File: src/rtl/spi_byte_shifter_if.sv
// Bus bundle for spi_byte_shifter: upstream byte handshake, received-byte
// strobe, status and the four flash pins.
// slave  : the shift engine itself.
// master : the environment side (command sequencer plus flash device).
interface spi_byte_shifter_if;
  logic       tx_valid;
  logic       tx_ready;
  logic [7:0] tx_data;
  logic       tx_last;
  logic       rx_valid;
  logic [7:0] rx_data;
  logic       busy;
  logic       spi_sck;
  logic       spi_cs_n;
  logic       spi_mosi;
  logic       spi_miso;

  modport slave (
    input  tx_valid, tx_data, tx_last, spi_miso,
    output tx_ready, rx_valid, rx_data, busy, spi_sck, spi_cs_n, spi_mosi
  );

  modport master (
    output tx_valid, tx_data, tx_last, spi_miso,
    input  tx_ready, rx_valid, rx_data, busy, spi_sck, spi_cs_n, spi_mosi
  );
endinterface

File: src/rtl/spi_byte_shifter.sv
// spi_byte_shifter: byte-level SPI master shift engine (mode 0) for the SPI NOR
// flash path. SCK is derived from clk_in as clk_in/DIV so the block runs on a
// single clock; every pin and status output is a flop.
// Build option: define SPI_LSB_FIRST_EN to transmit bit0 first and to store the
// first received bit in rx_data[0]. Default (undefined) is MSB first both ways.
module spi_byte_shifter #(
  parameter int DIV    = 4,
  parameter int CS_GAP = 2
) (
  input logic               clk_in,
  input logic               rst,
  spi_byte_shifter_if.slave bus
);

  localparam logic [15:0] HALF_LAST = 16'(DIV / 2 - 1);
  localparam logic [15:0] GAP_LAST  = 16'(CS_GAP * DIV / 2 - 1);

  generate
    if ((DIV < 2) || ((DIV % 2) != 0)) begin : g_bad_div
      $error("spi_byte_shifter: DIV must be even and >= 2");
    end
    if (CS_GAP < 1) begin : g_bad_gap
      $error("spi_byte_shifter: CS_GAP must be >= 1");
    end
  endgenerate

  typedef enum logic [1:0] {
    ST_IDLE  = 2'd0,
    ST_SHIFT = 2'd1,
    ST_HOLD  = 2'd2,
    ST_GAP   = 2'd3
  } state_t;

  // Bit-order helpers: the only place the shift direction is decided.
  function automatic logic first_bit(input logic [7:0] b);
`ifdef SPI_LSB_FIRST_EN
    return b[0];
`else
    return b[7];
`endif
  endfunction

  function automatic logic next_bit(input logic [7:0] sh);
`ifdef SPI_LSB_FIRST_EN
    return sh[1];
`else
    return sh[6];
`endif
  endfunction

  function automatic logic [7:0] tx_shift(input logic [7:0] sh);
`ifdef SPI_LSB_FIRST_EN
    return {1'b0, sh[7:1]};
`else
    return {sh[6:0], 1'b0};
`endif
  endfunction

  function automatic logic [7:0] rx_shift(input logic [7:0] sh, input logic b);
`ifdef SPI_LSB_FIRST_EN
    return {b, sh[7:1]};
`else
    return {sh[6:0], b};
`endif
  endfunction

  state_t      state_q, state_d;
  logic [15:0] hcnt_q, hcnt_d;
  logic [3:0]  tick_q, tick_d;
  logic [15:0] gap_q, gap_d;
  logic [7:0]  tx_sh_q, tx_sh_d;
  logic [7:0]  rx_sh_q, rx_sh_d;
  logic        last_q, last_d;
  logic        sck_q, sck_d;
  logic        cs_n_q, cs_n_d;
  logic        mosi_q, mosi_d;
  logic        rx_valid_q, rx_valid_d;
  logic [7:0]  rx_data_q, rx_data_d;
  logic        tx_ready_q, tx_ready_d;
  logic        busy_q, busy_d;
  logic        accept_s;

  assign accept_s = bus.tx_valid & tx_ready_q;

  // Next-state and datapath: half-period ticks drive SCK, MOSI and MISO sampling.
  always_comb begin
    state_d    = state_q;
    hcnt_d     = hcnt_q;
    tick_d     = tick_q;
    gap_d      = gap_q;
    tx_sh_d    = tx_sh_q;
    rx_sh_d    = rx_sh_q;
    last_d     = last_q;
    sck_d      = sck_q;
    mosi_d     = mosi_q;
    rx_valid_d = 1'b0;
    rx_data_d  = rx_data_q;

    case (state_q)
      ST_IDLE, ST_HOLD: begin
        sck_d  = 1'b0;
        hcnt_d = 16'd0;
        tick_d = 4'd0;
        gap_d  = 16'd0;
        if (accept_s) begin
          state_d = ST_SHIFT;
          tx_sh_d = bus.tx_data;
          last_d  = bus.tx_last;
          mosi_d  = first_bit(bus.tx_data);
        end else begin
          state_d = state_q;
        end
      end
      ST_SHIFT: begin
        if (rx_valid_q) begin
          // Byte finished last cycle; cs_n stayed low for the rx_valid cycle.
          hcnt_d  = 16'd0;
          tick_d  = 4'd0;
          gap_d   = 16'd0;
          state_d = last_q ? ST_GAP : ST_HOLD;
        end else if (hcnt_q == HALF_LAST) begin
          hcnt_d = 16'd0;
          tick_d = tick_q + 4'd1;
          if (!tick_q[0]) begin
            // Even tick: rising edge, sample the flash output.
            sck_d   = 1'b1;
            rx_sh_d = rx_shift(rx_sh_q, bus.spi_miso);
          end else begin
            sck_d = 1'b0;
            if (tick_q == 4'd15) begin
              rx_valid_d = 1'b1;
              rx_data_d  = rx_sh_q;
            end else begin
              tx_sh_d = tx_shift(tx_sh_q);
              mosi_d  = next_bit(tx_sh_q);
            end
          end
        end else begin
          hcnt_d = hcnt_q + 16'd1;
        end
      end
      ST_GAP: begin
        if (gap_q == GAP_LAST) begin
          state_d = ST_IDLE;
          gap_d   = 16'd0;
        end else begin
          gap_d = gap_q + 16'd1;
        end
      end
      default: begin
        state_d = ST_IDLE;
      end
    endcase

    // Status pins are decoded from the next state so they are flops too.
    cs_n_d     = (state_d == ST_IDLE) || (state_d == ST_GAP);
    tx_ready_d = (state_d == ST_IDLE) || (state_d == ST_HOLD);
    busy_d     = (state_d != ST_IDLE);
  end

  // State and output registers; reset aborts any frame immediately.
  always_ff @(posedge clk_in or negedge rst) begin
    if (!rst) begin
      state_q    <= ST_IDLE;
      hcnt_q     <= 16'd0;
      tick_q     <= 4'd0;
      gap_q      <= 16'd0;
      tx_sh_q    <= 8'd0;
      rx_sh_q    <= 8'd0;
      last_q     <= 1'b0;
      sck_q      <= 1'b0;
      cs_n_q     <= 1'b1;
      mosi_q     <= 1'b0;
      rx_valid_q <= 1'b0;
      rx_data_q  <= 8'd0;
      tx_ready_q <= 1'b1;
      busy_q     <= 1'b0;
    end else begin
      state_q    <= state_d;
      hcnt_q     <= hcnt_d;
      tick_q     <= tick_d;
      gap_q      <= gap_d;
      tx_sh_q    <= tx_sh_d;
      rx_sh_q    <= rx_sh_d;
      last_q     <= last_d;
      sck_q      <= sck_d;
      cs_n_q     <= cs_n_d;
      mosi_q     <= mosi_d;
      rx_valid_q <= rx_valid_d;
      rx_data_q  <= rx_data_d;
      tx_ready_q <= tx_ready_d;
      busy_q     <= busy_d;
    end
  end

  assign bus.tx_ready = tx_ready_q;
  assign bus.rx_valid = rx_valid_q;
  assign bus.rx_data  = rx_data_q;
  assign bus.busy     = busy_q;
  assign bus.spi_sck  = sck_q;
  assign bus.spi_cs_n = cs_n_q;
  assign bus.spi_mosi = mosi_q;

endmodule

File: src/flat_wrapper.sv
// flat-port wrapper written by rule: the top's interface ports become plain ports
module spi_byte_shifter_flat 
#(
  parameter int DIV    = 4,
  parameter int CS_GAP = 2
)
  (clk_in, rst, bus_tx_valid, bus_tx_data, bus_tx_last, bus_spi_miso, bus_tx_ready, bus_rx_valid, bus_rx_data, bus_busy, bus_spi_sck, bus_spi_cs_n, bus_spi_mosi);
  spi_byte_shifter_if bus_i ();
  input logic clk_in;
  input logic rst;
  input wire logic [$bits(bus_i.tx_valid)-1:0] bus_tx_valid;
  input wire logic [$bits(bus_i.tx_data)-1:0] bus_tx_data;
  input wire logic [$bits(bus_i.tx_last)-1:0] bus_tx_last;
  input wire logic [$bits(bus_i.spi_miso)-1:0] bus_spi_miso;
  output wire logic [$bits(bus_i.tx_ready)-1:0] bus_tx_ready;
  output wire logic [$bits(bus_i.rx_valid)-1:0] bus_rx_valid;
  output wire logic [$bits(bus_i.rx_data)-1:0] bus_rx_data;
  output wire logic [$bits(bus_i.busy)-1:0] bus_busy;
  output wire logic [$bits(bus_i.spi_sck)-1:0] bus_spi_sck;
  output wire logic [$bits(bus_i.spi_cs_n)-1:0] bus_spi_cs_n;
  output wire logic [$bits(bus_i.spi_mosi)-1:0] bus_spi_mosi;
  assign bus_i.tx_valid = bus_tx_valid;
  assign bus_i.tx_data = bus_tx_data;
  assign bus_i.tx_last = bus_tx_last;
  assign bus_i.spi_miso = bus_spi_miso;
  assign bus_tx_ready = bus_i.tx_ready;
  assign bus_rx_valid = bus_i.rx_valid;
  assign bus_rx_data = bus_i.rx_data;
  assign bus_busy = bus_i.busy;
  assign bus_spi_sck = bus_i.spi_sck;
  assign bus_spi_cs_n = bus_i.spi_cs_n;
  assign bus_spi_mosi = bus_i.spi_mosi;
  spi_byte_shifter #(.DIV(DIV), .CS_GAP(CS_GAP)) u_core (.clk_in(clk_in), .rst(rst), .bus(bus_i));
endmodule
File: config.mk
export PLATFORM = sky130hd
export DESIGN_NAME = spi_byte_shifter_flat
export DESIGN_NICKNAME = d
export VERILOG_FILES = /design/src/rtl/spi_byte_shifter_if.sv /design/src/rtl/spi_byte_shifter.sv /design/src/flat_wrapper.sv
export SDC_FILE = /design/constraint.sdc
export NUM_CORES = 1
export LEC_CHECK = 0
export CAP_MARGIN = 20
export CORE_UTILIZATION = 50
export DETAILED_ROUTE_END_ITERATION = 10
export GPL_ROUTABILITY_DRIVEN = 0
export PLACE_DENSITY = 0.77
export SLEW_MARGIN = 20
export SYNTH_ARGS = -nofsm -noshare
export SYNTH_HDL_FRONTEND = slang
export SYNTH_SLANG_ARGS = --single-unit
File: constraint.sdc
create_clock -name clk_in -period 6 [get_ports clk_in]
set_input_delay 1.8 -clock clk_in [delete_from_list [all_inputs] [get_ports clk_in]]
set_output_delay 1.8 -clock clk_in [all_outputs]
set_load 0.05 [all_outputs]
Word-level counts from Yosys, hierarchy flattened
Cells that the tools add are included.

cells by class
  mux-type cells = 35
  equality and inequality tests = 15
  $add $sub $neg = 3
  reduce and logical (&&, ||, !) cells = 13
  bitwise logic cells = 3

operators with widths
  cell                                                   count
  two-way mux 16 bit                                     4
  one-hot mux 16 bit (3 select lines)                    1
  two-way mux 7 bit                                      5
  adder 16 x 1 -> 16 bit (second input constant)         2
  one-hot mux 16 bit (2 select lines)                    1
  equality test 16 x 1 -> 1 bit (second input constant)  1
  equality test 16 x 2 -> 1 bit (second input constant)  1
  two-way mux 1 bit                                      14
  one-hot mux 7 bit (2 select lines)                     1
  equality test 2 bit (second input constant)            4
  two-way mux 4 bit                                      2
  != test 2 x 1 -> 1 bit (second input constant)         4
  one-hot mux 4 bit (2 select lines)                     1
  two-way mux 2 bit                                      3
  one-hot mux 2 bit (3 select lines)                     1
  AND reduction 6 bit                                    1
  AND reduction 5 bit                                    1
  adder 4 x 1 -> 4 bit (second input constant)           1
  equality test 4 bit (second input constant)            1
  zero test 2 bit                                        2
  != test 2 bit (second input constant)                  2
  one-hot mux 1 bit (2 select lines)                     2
  AND reduction 2 bit                                    2
  AND reduction 4 bit                                    1
  other kinds (8)                                        11

storage, ports and cells
  bits in registers = 68
  logic and storage cells = 83

Longest topological paths before layout
Gate-level depths: netlist (run 1).

  word-level depth = 6
  mapped depth = 8
  mapped depth without buffers = 7

Least setup slack after synthesis (run 1)
No wires, ideal clock.

  kind = input to register
  start point = in bus_tx_valid
  end point = reg u_core.mosi_q, in the netlist u_core.bus.spi_mosi
  library setup time = 0.082 ns
  stages = 6
  data required time = 5.918 ns
  setup slack = 3.172 ns
  path buffers = 1
  data arrival time = 2.746 ns
  path through = a21o_1 nand4_1 o21ai_1 buf_2 nor2_1 a31oi_1

between the ends
  word-level cells in the longest chain between the ends = 3

ends and longest elaborated chain
  what                              line                     source
  start: declaration                flat_wrapper.sv:11       input wire logic [$bits(bus_i.tx_valid)-1:0] bus_tx_valid;
  bitwise AND 1 bit                 spi_byte_shifter.sv:83   assign accept_s = bus.tx_valid & tx_ready_q;
  != test 2 x 1 -> 1 bit (no line)  n/a
  AND reduction 6 bit (no line)     n/a
  end signal: assignment            spi_byte_shifter.sv:188  mosi_q <= mosi_d;
  end: declaration                  spi_byte_shifter.sv:76   logic mosi_q, mosi_d;

Every way passes these cells.
A chain may end at the register's enable or synchronous reset.

Final worst setup path (run 1)
  start point = reg u_core.tx_ready_q, in the netlist u_core.bus.tx_ready
  end point = out bus_tx_ready

RTL lines
  what                      line                     source
  start: declaration        spi_byte_shifter.sv:79   logic tx_ready_q, tx_ready_d;
  start signal: assignment  spi_byte_shifter.sv:191  tx_ready_q <= tx_ready_d;
  end: declaration          flat_wrapper.sv:15       output wire logic [$bits(bus_i.tx_ready)-1:0] bus_tx_ready;

No word-level cell between the ends.

==> results of run 1 <==
final timing paths:
check,slack (ns),depth (start not counted),to,startpoint
max,2.52,1,bus_tx_ready,u_core.bus.tx_ready
min,0.49,1,u_core.bus.rx_data[7],u_core.bus.rx_data[7]
max reg2reg,3.48,4,u_core.bus.rx_data[6],u_core.state_q[1]
min reg2reg,0.49,1,u_core.bus.rx_data[7],u_core.bus.rx_data[7]
max in group asynchronous,3.80,2,u_core.bus.rx_data[7],rst
min in group asynchronous,1.64,2,u_core.gap_q[8],rst
area by class of cell:
type	count	area (um2)
sequential	68	1704
fill	475	2297
inverter	12	45.04
tap	75	93.84
clock buffer	12	145.1
multi-input combinational	231	1415
clock inverter	4	97.59
timing repair buffer	27	262.8
sequential cells by signal, summed over array words and instances, names as in the netlist:
| signal | flops |
|---|---|
| u_core.gap_q | 16 |
| u_core.hcnt_q | 16 |
| u_core.bus.rx_data | 8 |
| u_core.rx_sh_q | 8 |
| u_core.tx_sh_q | 7 |
| u_core.tick_q | 4 |
| u_core.state_q | 2 |
| u_core.bus.busy | 1 |
| u_core.bus.rx_valid | 1 |
| u_core.bus.spi_cs_n | 1 |
| u_core.bus.spi_mosi | 1 |
| u_core.bus.spi_sck | 1 |
| u_core.bus.tx_ready | 1 |
| u_core.last_q | 1 |
kinds of logic (layout without fill, tap and decap cells):
| group | count (synthesis) | in the layout | synth area share (%) |
|---|---|---|---|
| AOI/OAI and AO/OA | 69 | 69 | 13.55 |
| xor gates and xnor gates | 10 | 10 | 2.709 |
| adders and majority gates | 4 | 4 | 1.548 |
| buffers and inverters | 24 | 55 | 3.521 |
| DFF | 68 | 68 | 52.71 |
| muxes | 17 | 17 | 5.921 |
| and+or+nand+nor | 131 | 131 | 20.05 |
synthesized netlist by cell type, drive strengths merged:
cell	instances
dfrtp	66
nand2	41
nor2	27
o21ai	27
nand3	18
mux2	17
a31oi	13
inv	12
nand4	11
a21oi	10
buf	9
and2	6
nor4	6
xor2	6
a21o	5
nor3	5
and3	4
ha	4
or3	4
xnor2	4
clkbuf	3
o31ai	3
or4	3
and4	2
dfstp	2
o221ai	2
o22ai	2
a22o	1
a31o	1
a41oi	1
nand2b	1
nor2b	1
nor3b	1
o21a	1
o311ai	1
o41a	1
o41ai	1
or4b	1
power groups by stage:
stage / clock network (uW) / registers, uW / logic, uW
after floorplan: 0 / 645 / 234
after global placement: 0 / 621 / 341
after detailed placement: 0 / 625 / 355
after CTS: 467 / 617 / 357
after global routing: 482 / 631 / 401
final: 458 / 617 / 354
per-stage QoR:
step                hold slack (ns)  util, %  cells  total power, uW  setup slack, ns
floorplan                    0.4522        -    323            879.3            3.172
global placement             0.4719    58.09    413            962.1            2.435
detailed placement           0.4764    58.09    413            980.1            2.295
CTS                          0.4927    62.10    429             1441            2.507
global route                 0.5117    62.10    429             1513            2.470
finish                       0.4883    62.10    429             1429            2.518
routing by layer:
metal / vias to the layer above / routed length, um / part of all wire [%]
li1: 1212 / - / -
met1: 1255 / 2967 / 46
met2: 42 / 3192 / 49
met3: 10 / 249 / 3.8
met4: 0 / 84 / 1.3
met5: - / 0 / 0
==> results.yml, run 1 <==
grt:
  grt_busiest_layer: "met2"
  use_met2_pct: 35.29
  antenna_found_initial: 0
  grt_overflow_total: 0
  use_met1_pct: 27.86
  grt_pass1_wl_um: 11030
  track_usage_pct: 21.58
  grt_max_degree: 69
  grt_pass1_vias: 2438
  grtUsageMet3_pct: 6.264
floorplan:
  chipHeight_um: 82.41
  fp.dieW_um: 82.41
  ios: 27
  num_rows: 28
  die_area_um2: 6791
  core_area_um2: 6061
  initial_core_util_pct: 53.34
synthesis:
  synth_nets: 340
  yosysWarningCount: 0
  synth_top_area_share_pct: 51.08
  syn_inst: 323
  synthTopCellsByArea: "dfrtp_1 (51%), nand2_1 (4.8%), mux2_2 (4.5%)"
  synth_area_per_cell_um2: 10.01
  yosysTopAreaCell: "dfrtp_1"
  synth.cell_area_um2: 3233
  seq_area_frac_synth_pct: 52.71
  ys_types: 45
  ys_ff_latch: 68
clock_tree:
  cts_buffers: 9
  cts_sinks: 68
  clk_latency_ns: 0.34
  cts_buffer_depth: 2
  clk_transition_reported_paths_ns: 0.07
  cts_hold_buf: 0
  cts_resized: 0
  post_cts_buffers: 0
  ctsHtreeMaxLevel: 3
  root_buffer: "clkbuf_8"
  tritoncts: "yes"
worst_setup_path:
  crit_chain: "clkdlybuf4s50_1"
  critPathTopFamily: "buffers and inverters"
  critPathMaxFanout: 3
  crit_path_start_kind: "flop"
  cp_data_arrival_time_ns: 1.68
  critPathKind: "flop to output pin"
  required_ns: 4.20
  cp-end-kind: "output pin"
  path_buf_inv: 1
  cp_slowest_stage_delay_ns: 0.80
  cpMaxStageDelayCell: "clkdlybuf4s50_1"
pwr:
  internal_power_uw: 978.5
  p_leak_uw: 0.001657
  p_seq_share_pct: 43.2
  share_clk_of_total_power_pct: 32.1
  sw_frac_of_total_pct: 31.52
  p_per_area_nw_per_um2: 379.7
  combPwrFrac_pct: 24.8
  p_sw_uw: 450.5
  irDropWorstVdd_v: 0.0002803
layout:
  final_common_cell: "dfrtp_1"
  final_area_um2: 3764
  final_cell_mix: "dfrtp_1 (66), nand2_1 (41), nor2_1 (25), clkdlybuf4s50_1 (25), nand3_1 (18)"
  n_antenna_cell: 0
  layout.nets: 366
  drive_above_1_share_pct: 11.02
  area_growth_pct: 16.41
place:
  placed_area_um2: 3521
  numPortBuffers: 26
  hpwl_um: 4251
sta:
  setup_viol: 0
  finClkSkew_ns: 0.005945
  tightest_slew_ns: 0.9966
  finalCriticalPeriod_ns: 3.482
  rsz0062_at_grt: "no"
  tns_ns: 0
  relSlewSlack_pct: 33.12
  final.period_utilization_pct: 58.04
  drv_slew: 0
  hold_viol_final: 0
  fmax_ghz: 0.2872
detailed_routing:
  drt_wl_total_um: 6493
  vias: 2519
  drt-vias-per-instance: 5.872
  drc: 0
  postRouteAntennaNets: 0
  avgRoutedWirePerCell_um: 15.14
  drt-initial-drc-count: 109
  drtPass1Iterations: 4
run_status:
  status: "complete, no violations"
worst_hold_path:
  hold_path_class: "flop to flop"
run:
  cap_violations: 0
No activity file was read; power rests on OpenSTA's default activity.
==> run 2: changes to the inputs <==
--- a/config.mk
+++ b/config.mk
@@ -9,7 +9,7 @@
 export CORE_UTILIZATION = 50
 export DETAILED_ROUTE_END_ITERATION = 10
 export GPL_ROUTABILITY_DRIVEN = 0
-export PLACE_DENSITY = 0.77
+export PLACE_DENSITY = 0.8
 export SLEW_MARGIN = 20
 export SYNTH_ARGS = -nofsm -noshare
 export SYNTH_HDL_FRONTEND = slang
==> constraint.sdc (replaced) <==
create_clock -name clk_in -period 3 [get_ports clk_in]
set_input_delay 0.9 -clock clk_in [delete_from_list [all_inputs] [get_ports clk_in]]
set_output_delay 0.9 -clock clk_in [all_outputs]
set_load 0.05 [all_outputs]
==> run 2 against run 1 <==
  * Global-route usage fell by 0.77 points
  * Sequential cell count did not move
  * Wire length rose by 3.1%
  * First-iteration DRC count rose by 17%
  * Worst hold slack barely moved
  * Combinational power rose by 110%
  * Sequential share of layout area fell by 0.31 points
  * Cell count rose by 1.4%
  * Sequential power rose by 100%
  * Clock power rose by 81%
==> results.yml, run 2 (same netlist as run 1, synthesis figures left out) <==
run_status:
  status: "complete, no violations"
place:
  place_ws_ns: 0.6181
  placed_area_um2: 3566
  hpwl_um: 4440
  numPortBuffers: 26
sta:
  fin_ws_ns: 0.3964
  tns_ns: 0
  finalCriticalPeriod_ns: 2.604
  drv_slew: 0
  tightest_slew_ns: 0.5701
  hold_viol_final: 0
  fmax_ghz: 0.3841
  timing.hold.ws_ns: 0.4887
  setup_viol: 0
  finClkSkew_ns: 0.006299
  rsz0062_at_grt: "no"
  final.period_utilization_pct: 86.79
  relSlewSlack_pct: 61.86
detailed_routing:
  drt_wl_total_um: 6694
  drtPass1Iterations: 5
  drt-vias-per-instance: 5.910
  vias: 2571
  postRouteAntennaNets: 0
  drt-initial-drc-count: 127
  avgRoutedWirePerCell_um: 15.39
  drc: 0
run:
  cap_violations: 0
grt:
  grt_overflow_total: 0
  track_usage_pct: 20.81
  grt_pass1_vias: 2323
  grt_pass1_wl_um: 10500
  grt_max_degree: 26
  antenna_found_initial: 0
floorplan:
  fp.dieW_um: 82.41
  core_area_um2: 6061
  ios: 27
  die_area_um2: 6791
  initial_core_util_pct: 53.34
  chipHeight_um: 82.41
  num_rows: 28
layout:
  final_area_um2: 3790
  n_antenna_cell: 0
  drive_above_1_share_pct: 13.06
  fillers: 484
  final_cell_mix: "dfrtp_1 (66), nand2_1 (41), nor2_1 (25), clkdlybuf4s50_1 (25), nand3_1 (18)"
  final_common_cell: "dfrtp_1"
  area_growth_pct: 17.22
  layout.nets: 372
  reg_top3: "u_core.gap_q (16), u_core.hcnt_q (16)"
clock_tree:
  cts_resized: 0
  cts_buffer_depth: 2
  post_cts_buffers: 0
  clk_transition_reported_paths_ns: 0.07
  root_buffer: "clkbuf_8"
  cts_hold_buf: 0
  cts_sinks: 68
  clk_latency_ns: 0.35
  tritoncts: "yes"
  cts_buffers: 9
  ctsHtreeMaxLevel: 3
pwr:
  irDropWorstVdd_v: 0.0005163
  p_leak_uw: 0.001671
  p_per_area_nw_per_um2: 741.3
worst_setup_path:
  cp-end-kind: "output pin"
  path_buf_inv: 1
  crit_chain: "clkdlybuf4s50_1"
  critPathMaxFanout: 3
  cpMaxStageDelayCell: "clkdlybuf4s50_1"
  cp_data_arrival_time_ns: 1.70
  crit_path_start_kind: "flop"
  required_ns: 2.10
  critPathTopFamily: "buffers and inverters"
  critPathKind: "flop to output pin"
  cp_slowest_stage_delay_ns: 0.81
worst_hold_path:
  hold_path_class: "flop to flop"
## run 2: report_power, final
part | leakage (uW) | switching, uW | internal (uW)
clock | 0.000102 | 358 | 471
sequential | 0.000889 | 138 | 1100
combinational | 0.000680 | 436 | 308
## run 2: worst paths after layout
| check | to | slack [ns] | start | cells after the start |
|---|---|---|---|---|
| max | bus_tx_ready | 0.40 | u_core.bus.tx_ready | 1 |
| max in group asynchronous | u_core.hcnt_q[9] | 1.78 | rst | 2 |
| min reg2reg | u_core.bus.rx_data[7] | 0.49 | u_core.rx_sh_q[7] | 1 |
| max reg2reg | u_core.gap_q[6] | 0.63 | u_core.gap_q[0] | 7 |
| min | u_core.bus.rx_data[7] | 0.49 | u_core.rx_sh_q[7] | 1 |
| min in group asynchronous | u_core.gap_q[7] | 0.50 | rst | 1 |
## run 2: layout make-up
type / count / area (um2) / area share, %
sequential: 68 / 1704 / 44.97
multi-input combinational: 231 / 1415 / 37.34
timing repair buffer: 33 / 307.8 / 8.121
clock buffer: 9 / 123.9 / 3.268
clock inverter: 7 / 100.1 / 2.641
tap: 75 / 93.84 / 2.476
inverter: 12 / 45.04 / 1.189
## run 2: worst register-to-register path, cell delays in order, from the launching register on
cell and delay, ns:
dfrtp_1 0.39, ha_1 0.22, or4b_4 0.50, o41ai_4 0.62, buf_4 0.26, o21ai_0 0.09
nand2_1 0.09, o21ai_1 0.07
## run 2: through the flow
step	power (uW)	instances	utilization (%)
2_1_floorplan	1759	323	-
3_3_place_gp	1958	419	58.84
3_5_place_dp	1995	419	58.84
4_1_cts	2834	435	62.53
5_1_grt	2964	435	62.53
6_report	2809	435	62.53
## run 2: routing by layer
metal | track usage [%] | wire length [um] | vias to the layer above
met4 | 8.421 | 123 | 0
met3 | 5.604 | 339 | 16
li1 | - | - | 1228
met2 | 34.88 | 3250 | 77
met5 | 0 | 0 | -
met1 | 25.38 | 2980 | 1250
==> run 3: changes to the inputs <==
--- a/config.mk
+++ b/config.mk
@@ -9,8 +9,10 @@
 export CORE_UTILIZATION = 50
 export DETAILED_ROUTE_END_ITERATION = 10
 export GPL_ROUTABILITY_DRIVEN = 0
-export PLACE_DENSITY = 0.8
+export HOLD_SLACK_MARGIN = 0.12
+export PLACE_DENSITY = 0.77
 export SLEW_MARGIN = 20
 export SYNTH_ARGS = -nofsm -noshare
 export SYNTH_HDL_FRONTEND = slang
 export SYNTH_SLANG_ARGS = --single-unit
+export TNS_END_PERCENT = 10
==> constraint.sdc (replaced) <==
create_clock -name clk_in -period 2.5 [get_ports clk_in]
set_input_delay 0.75 -clock clk_in [delete_from_list [all_inputs] [get_ports clk_in]]
set_output_delay 0.75 -clock clk_in [all_outputs]
set_load 0.05 [all_outputs]
==> run 3 against run 2 <==
  * Sequential power rose by 19%
  * Non-clock buffer count grew 4
  * Clock skew up 0.0049 ns
==> results.yml, run 3 (same netlist as run 1, synthesis figures left out) <==
pwr:
  p_leak_uw: 0.001707
  irDropWorstVdd_v: 0.0006828
  p_per_area_nw_per_um2: 865.5
clock_tree:
  root_buffer: "clkbuf_8"
  cts_sinks: 68
  clk_latency_ns: 0.34
  ctsHtreeMaxLevel: 3
  post_cts_buffers: 0
  cts_hold_buf: 0
  tritoncts: "yes"
  cts_buffer_depth: 2
  cts_buffers: 9
  cts_resized: 0
  clk_transition_reported_paths_ns: 0.07
floorplan:
  core_area_um2: 6061
  chipHeight_um: 82.41
  num_rows: 28
  ios: 27
  initial_core_util_pct: 53.34
  fp.dieW_um: 82.41
  die_area_um2: 6791
place:
  hpwl_um: 4335
  numPortBuffers: 26
  dpl.cell_count: 423
layout:
  final_cell_mix: "dfrtp_1 (66), nand2_1 (41), nor2_1 (25)"
  layout.nets: 376
  reg_top3: "u_core.gap_q (16), u_core.hcnt_q (16)"
  final_cells: 439
  multiInputGateArea_um2: 1415
  fillers: 481
  area_growth_pct: 18.00
  final_common_cell: "dfrtp_1"
  final_core_util_pct: 62.94
  drive_above_1_share_pct: 13.46
  ff_latch_area_um2: 1704
  n_antenna_cell: 0
detailed_routing:
  drt-vias-per-instance: 5.711
  drtPass1Iterations: 4
  drc: 0
  avgRoutedWirePerCell_um: 14.56
  drt_wl_total_um: 6392
  vias: 2507
  drt-initial-drc-count: 166
  postRouteAntennaNets: 0
sta:
  final.period_utilization_pct: 95.61
  finClkSkew_ns: 0.01118
  drv_slew: 0
  timing.hold.ws_ns: 0.3840
  fmax_ghz: 0.4184
  tns_ns: 0
  setup_viol: 0
  rsz0062_at_grt: "no"
  tightest_slew_ns: 0.5357
  relSlewSlack_pct: 64.29
  finalCriticalPeriod_ns: 2.390
  hold_viol_final: 0
worst_setup_path:
  cpMaxStageDelayCell: "clkdlybuf4s50_1"
  cp_data_arrival_time_ns: 1.64
  path_buf_inv: 1
  crit_path_start_kind: "flop"
  critPathTopFamily: "buffers and inverters"
  critPathKind: "flop to output pin"
  reg2reg_depth: 7
  cp-end-kind: "output pin"
  cp_slowest_stage_delay_ns: 0.79
  critPathMaxFanout: 1
  r2r_start: "u_core.gap_q[0]"
  reg2reg_slack_ns: 0.20
  crit_chain: "clkdlybuf4s50_1"
  r2r-end: "u_core.gap_q[8]"
  required_ns: 1.75
run:
  cap_violations: 0
grt:
  grt_overflow_total: 0
  track_usage_pct: 21.59
  grt_pass1_wl_um: 11000
  grt_pass1_vias: 2545
  antenna_found_initial: 0
  grt_max_degree: 47
worst_hold_path:
  hold_path_class: "input pin to async pin"
run_status:
  status: "complete, no violations"
run 3: changes by cell type in the layout (fill, tap and decap cells not counted), sizes merged:
cell,delta
clkbuf,+4
clkdlybuf4s50,-1
bufinv,-1
clkinvlp,-1
inv,-1
buf,+4
clkinv,-1
dlymetal6s2s,+1
run 3: worst max-delay path by stage:
stage,start,endpoint,cells after the start
finish,u_core.bus.spi_cs_n,bus_spi_cs_n,1
CTS,u_core.bus.tx_ready,bus_tx_ready,1
global placement,u_core.gap_q[0],u_core.gap_q[8],7
detailed placement,u_core.gap_q[0],u_core.gap_q[8],7
global route,u_core.gap_q[0],u_core.gap_q[10],7
floorplan,u_core.gap_q[0],u_core.gap_q[12],7
run 3: stage by stage:
| step | setup WS (ns) | cell area [um2] | total power [uW] |
|---|---|---|---|
| after floorplan | 0.4498 | 3233 | 2110 |
| after global placement | 0.3158 | 3608 | 2374 |
| after detailed placement | 0.2390 | 3608 | 2412 |
| after CTS | 0.03985 | 3812 | 3340 |
| after global routing | 0.05025 | 3815 | 3500 |
| final | 0.1098 | 3815 | 3302 |
run 3: where the power goes:
group	internal [uW]	switching, uW	total, uW
clock	516	400	916
combinational	388	523	911
sequential	1320	157	1480
total	2220	1080	3300
run 3: per-layer routing:
metal / global-route usage (%) / wire length [um] / part of all wire [%]
met2: 34.96 / 3112 / 49
met4: 8.947 / 25 / 0.39
met5: 0 / 0 / 0
met1: 26.19 / 2966 / 46
met3: 7.473 / 287 / 4.5
run 3: worst reg2reg max path, stage by stage (launching register included):
cell and delay [ns]:
dfrtp_1 0.40, ha_1 0.22, or4b_4 0.50, o41ai_4 0.51, buf_4 0.26, a31oi_1 0.06, o21ai_0 0.16, o21ai_1 0.08
run 3: layout make-up:
type,count,area share (%)
Clock buffer,13,4.165
Clock inverter,3,1.181
Inverter,12,1.181
Multi-Input combinational cell,231,37.09
Sequential cell,68,44.67
Tap cell,75,2.460
Timing Repair Buffer,37,9.249
